===== src/rtl/active_list_commit_unit.sv =====
// In-order retirement tracker: circular mapping table plus a small result queue.
// Results retire in program order; a flush walks youngest-to-oldest restoring saved pairings.
module active_list_commit_unit #(
    parameter int AL_DEPTH   = 32,
    parameter int DQ_DEPTH   = 8,
    parameter int DATA_WIDTH = 32,
    parameter int PHYS_W     = 6,
    parameter int LOG_W      = 5,
    localparam int TAG_W     = $clog2(AL_DEPTH),
    localparam int QIDX_W    = $clog2(DQ_DEPTH),
    localparam int CNT_W     = TAG_W + 1
) (
    input  logic                  clk,
    input  logic                  rst_n,
    input  logic                  flush,
    input  logic                  add_mapping,
    input  logic [PHYS_W-1:0]     add_prev_phys,
    input  logic [LOG_W-1:0]      add_prev_log,
    output logic [TAG_W-1:0]      alloc_tag,
    output logic                  al_full,
    output logic                  al_empty,
    input  logic                  wb_valid,
    input  logic [TAG_W-1:0]      wb_tag,
    input  logic [DATA_WIDTH-1:0] wb_data,
    input  logic [PHYS_W-1:0]     wb_phys,
    input  logic [DATA_WIDTH-1:0] wb_mem_addr,
    input  logic                  wb_reg_or_mem,
    output logic                  wb_ready,
    output logic                  commit_valid,
    output logic [DATA_WIDTH-1:0] commit_data,
    output logic [PHYS_W-1:0]     commit_reg_addr,
    output logic [DATA_WIDTH-1:0] commit_mem_addr,
    output logic                  commit_reg_or_mem,
    input  logic                  advance_head,
    output logic                  flush_valid,
    output logic [PHYS_W-1:0]     flush_phys,
    output logic [LOG_W-1:0]      flush_log,
    output logic                  flush_busy
);

    logic [TAG_W-1:0]      head;
    logic [TAG_W-1:0]      tail;
    logic [TAG_W-1:0]      tail_prev;
    logic [CNT_W-1:0]      count;

    logic [AL_DEPTH-1:0]   ent_valid;
    logic [AL_DEPTH-1:0]   ent_done;
    logic [PHYS_W-1:0]     ent_phys [AL_DEPTH];
    logic [LOG_W-1:0]      ent_log  [AL_DEPTH];
    logic [QIDX_W-1:0]     ent_qidx [AL_DEPTH];

    logic [DQ_DEPTH-1:0]   slot_busy;
    logic [DQ_DEPTH-1:0]   slot_rom;
    logic [DATA_WIDTH-1:0] slot_data [DQ_DEPTH];
    logic [PHYS_W-1:0]     slot_phys [DQ_DEPTH];
    logic [DATA_WIDTH-1:0] slot_addr [DQ_DEPTH];

    logic [QIDX_W-1:0]     free_slot;
    logic [QIDX_W-1:0]     head_slot;
    logic                  do_alloc;
    logic                  do_wb;
    logic                  do_commit;

    assign tail_prev = tail - TAG_W'(1);
    assign alloc_tag = tail;
    assign al_full   = (count == CNT_W'(AL_DEPTH));
    assign al_empty  = (count == '0);
    assign wb_ready  = ~&slot_busy;
    assign head_slot = ent_qidx[head];

    // Lowest-index free slot wins: scanning downward lets the last hit stand.
    always_comb begin
        free_slot = '0;
        for (int i = DQ_DEPTH - 1; i >= 0; i--) begin
            if (!slot_busy[i]) free_slot = QIDX_W'(i);
        end
    end

    assign do_alloc  = add_mapping && !al_full && !flush_busy && !flush;
    assign do_wb     = wb_valid && wb_ready && ent_valid[wb_tag] && !flush_busy && !flush;
    assign commit_valid = !al_empty && ent_done[head] && !flush_busy;
    assign do_commit = advance_head && commit_valid;

    assign commit_data       = commit_valid ? slot_data[head_slot] : '0;
    assign commit_reg_addr   = commit_valid ? slot_phys[head_slot] : '0;
    assign commit_mem_addr   = commit_valid ? slot_addr[head_slot] : '0;
    assign commit_reg_or_mem = commit_valid ? slot_rom[head_slot]  : 1'b0;

    assign flush_valid = flush_busy && !al_empty;
    assign flush_phys  = flush_valid ? ent_phys[tail_prev] : '0;
    assign flush_log   = flush_valid ? ent_log[tail_prev]  : '0;

    always_ff @(posedge clk) begin
        if (!rst_n) begin
            head       <= '0;
            tail       <= '0;
            count      <= '0;
            ent_valid  <= '0;
            ent_done   <= '0;
            slot_busy  <= '0;
            flush_busy <= 1'b0;
        end else if (flush_busy) begin
            // Walk back from the youngest entry; the busy cycle after the last one ends the walk.
            if (al_empty) begin
                flush_busy <= 1'b0;
            end else begin
                ent_valid[tail_prev] <= 1'b0;
                ent_done[tail_prev]  <= 1'b0;
                if (ent_done[tail_prev]) slot_busy[ent_qidx[tail_prev]] <= 1'b0;
                tail  <= tail_prev;
                count <= count - CNT_W'(1);
            end
        end else begin
            if (do_wb) begin
                slot_busy[free_slot] <= 1'b1;
                ent_done[wb_tag]     <= 1'b1;
            end
            if (do_commit) begin
                slot_busy[head_slot] <= 1'b0;
                ent_valid[head]      <= 1'b0;
                ent_done[head]       <= 1'b0;
                head                 <= head + TAG_W'(1);
            end
            if (do_alloc) begin
                ent_valid[tail] <= 1'b1;
                ent_done[tail]  <= 1'b0;
                tail            <= tail + TAG_W'(1);
            end
            count <= count + CNT_W'(do_alloc) - CNT_W'(do_commit);
            if (flush) flush_busy <= 1'b1;
        end
    end

    // Payload storage needs no reset: every read is qualified by valid/done/busy.
    always_ff @(posedge clk) begin
        if (do_alloc) begin
            ent_phys[tail] <= add_prev_phys;
            ent_log[tail]  <= add_prev_log;
        end
        if (do_wb) begin
            ent_qidx[wb_tag]     <= free_slot;
            slot_data[free_slot] <= wb_data;
            slot_phys[free_slot] <= wb_phys;
            slot_addr[free_slot] <= wb_mem_addr;
            slot_rom[free_slot]  <= wb_reg_or_mem;
        end
    end

endmodule


===== config.mk =====
export PLATFORM = sky130hd
export DESIGN_NAME = active_list_commit_unit
export DESIGN_NICKNAME = d
export VERILOG_FILES = /design/src/rtl/active_list_commit_unit.sv
export SDC_FILE = /design/constraint.sdc
export NUM_CORES = 1
export LEC_CHECK = 0
export BUFFER_PORTS_ARGS = -buffer_cell sky130_fd_sc_hd__buf_2
export CORE_ASPECT_RATIO = 0.8
export CORE_UTILIZATION = 45
export CTS_CLUSTER_DIAMETER = 200
export CTS_CLUSTER_SIZE = 16
export DETAILED_ROUTE_END_ITERATION = 7
export PLACE_DENSITY = 0.63
export SETUP_SLACK_MARGIN = 0.05
export SLEW_MARGIN = 20
export SYNTH_ARGS = -nofsm -noshare
export SYNTH_HDL_FRONTEND = slang
export SYNTH_SLANG_ARGS = --single-unit

===== constraint.sdc =====
create_clock -name clk -period 7.6 [get_ports clk]
set_input_delay 1.14 -clock clk [delete_from_list [all_inputs] [get_ports clk]]
set_output_delay 1.14 -clock clk [all_outputs]
set_load 0.02 [all_outputs]

==> reports/results.ini <==
[clock_tree]
clock_path_buffers=3
cts_tree=built
clk_latency_ps=670
cts_buffers=79
cts_setup_buffers=0
holdBufCountCts=0
clkSinkCount=1110
path_clk_slew_ps=80
cts_resized=0
cts-root-buf=clkbuf_16
htreeDepth=3

[grt]
antenna_found_initial=11
grt_pass1_wl_mm=188
grt_use_met3_pct=4.60
grt_use_met1_pct=36.4
busiest_layer=met2
grt_pass1_vias=27207
grt_max_degree=107
grt_overflow=0
gr-usage-met2_pct=37.7
grt.total_usage_pct=24.7

[placed_design]
placed_cells=4155
port_buffers=185
hpwlAfterDp_mm=80.7
place_congestion=0.911

[run_status]
status=completed

[sta]
min_period_ps=6260
setup_violations=0
finalCritPeriodShare_pct=82.4
fmax_mhz=160
final.setup.tns_ps=0
skew_ps=50.3
hold_viol=0
maxSlewHeadroom_pct=19.5
maxSlewViolCount=0
rsz0062_at_grt=no
tightestPinTransition_ps=1210

[detailed_routing]
totalWireLength_mm=130
ant_nets=0
firstDrtPassIters=5
drc=0
drtIter0Drc=3286
vias_per_cell=6.46
vias=27630
post_drt_wl_per_cell_um=30.3

[cells_and_area]
area_growth_syn_to_layout_pct=10.2
stdcell_count=4280
layout_commonest_cell=edfxtp_1
final_cell_mix=1016 x edfxtp_1, 185 x buf_2, 169 x o22ai_1
drive_gt1_share_pct=23.5
final_nets=3027

[die]
die_area_um2=104000
start_util_pct=45.6
die_h_um=288
ios=186
die_w_um=360
row_count=104
coreArea_um2=101000

[synth]
yosysTopAreaCellShare_pct=66.1
synthArstFlopShare_pct=0
synthAdderAreaFrac_pct=0.640
avgSynthCellArea_um2=16.7
synth_simple_gate_area_share_pct=4.95
yosysWarningCount=0
synth_edf_count=1016
ys_types=92
ys_seq_area_share_pct=70.2
syn_nets=2883
ys.flop_type=edfxtp_1
synth-seq-cells=1110
synthXorXnorAreaFrac_pct=0.342
synth_mux_area_share_pct=11.1
synth_top_family_by_area=multiplexers
netlist_instances=2767
synth_compound_area_share_pct=10.3
yosysTopAreaCell=edfxtp_1
netlist_area_um2=46100
ys_top_cells_by_area=edfxtp_1 66%, mux4_2 7.5%, dfxtp_1 4.1%

[worst_setup_path]
worstPathRequired_ps=6460
critical_path.cell_chain=buf_4 > mux4_2 > o22ai_1 > or4_4 > nor2_2 > inv_2 > buf_12 > o221ai_1 > a221oi_2 > buf_2
critPathKind=reg2out
path_max_fanout=31
end_kind=output pin
arrival_ps=5120
worstSetupStartpointType=flip-flop
cp_slowest_stage_delay_ps=810
worst_path_max_delay_cell=nor2_2

[power_and_ir_drop]
ir_drop_mv=0.224
p_per_area_nw_per_um2=263
power_leakage_uw=0.0162

[worst_hold_path]
hp-class=reg2reg

[flow_run]
cap_violations=0

## kinds of logic after synthesis
| kind of cell | after synthesis |
|---|---|
| buffers and inverters | 239 |
| XOR/XNOR | 18 |
| AO/OA/AOI/OAI | 608 |
| adder cells (fa/ha/maj) | 23 |
| AND/OR/NAND/NOR | 464 |
| flip-flops | 1110 |
| multiplexers | 305 |
## path summary, 6_finish.rpt
path / start / endpoint / slack [ps] / depth (start not counted)
setup / recovery: flip-flop / commit_mem_addr[11] / 1340 / 10
hold / removal: ent_valid[29] / ent_valid[29] / 470 / 2
setup reg to reg: head[2] / count[4] / 2980 / 17
hold reg to reg: ent_valid[29] / ent_valid[29] / 470 / 2
## where the power goes
part	leakage [uW]	switching, uW	total, uW	internal (uW)
clock network	0.00108	2050	3990	1940
logic	0.00501	1680	2610	935
registers	0.0101	60.6	6750	6690
## synth_stat cells, drive strengths merged, types with 47 or more instances
master and count:
edfxtp 1016, o22ai 170, mux4 154, nor2 128, nand2 123, mux2 114
buf 109, dfxtp 94, clkbuf 86, o221ai 74, o21ai 58, a221oi 56
nor3 48, nand3 47
## per-layer routing
layer / wire, um / vias up
li1: - / 11629
met4: 3230 / 8
met2: 59100 / 1375
met1: 55500 / 14404
met3: 11900 / 214
met5: 54 / -
## state kept, by name (all words and copies together) (netlist names), named ones only
name	flops
alloc_tag	5
count	6
ent_done	32
ent_log	160
ent_phys	192
ent_qidx	96
ent_valid	32
flush_busy	1
head	5
slot_addr	256
slot_busy	8
slot_data	256
slot_phys	48
slot_rom	8
## final cells by class
| class | count | area [um2] |
|---|---|---|
| Inverter | 44 | 165 |
| Tap cell | 1325 | 1660 |
| Timing Repair Buffer | 258 | 1560 |
| Clock inverter | 8 | 151 |
| Sequential cell | 1110 | 32400 |
| Multi-Input combinational cell | 1418 | 12800 |
| Antenna cell | 5 | 12.5 |
| Clock buffer | 112 | 2100 |
| Fill cell | 8174 | 50300 |
## per-stage QoR
stage | hold WS [ps] | setup WS, ps | utilization, % | total power, uW | cell area (um2)
floorplan | 433 | 165 | - | 8510 | 46200
global placement | 451 | 2070 | 48.0 | 9430 | 48600
detailed placement | 455 | 2000 | 48.0 | 9460 | 48600
CTS | 467 | 1310 | 50.3 | 13400 | 50800
global route | 491 | 1120 | 50.3 | 13800 | 50800
finish | 468 | 1340 | 50.3 | 13400 | 50800
## worst max-delay path, delay by kind of cell, from the launching register on
| kind | cells | cell delay (ps) |
|---|---|---|
| muxes | 1 | 210 |
| and+or+nand+nor | 2 | 1600 |
| AOI/OAI and AO/OA | 3 | 460 |
| DFF | 1 | 740 |
| buffers and inverters | 4 | 1440 |
(Power assumes the default switching activity.)
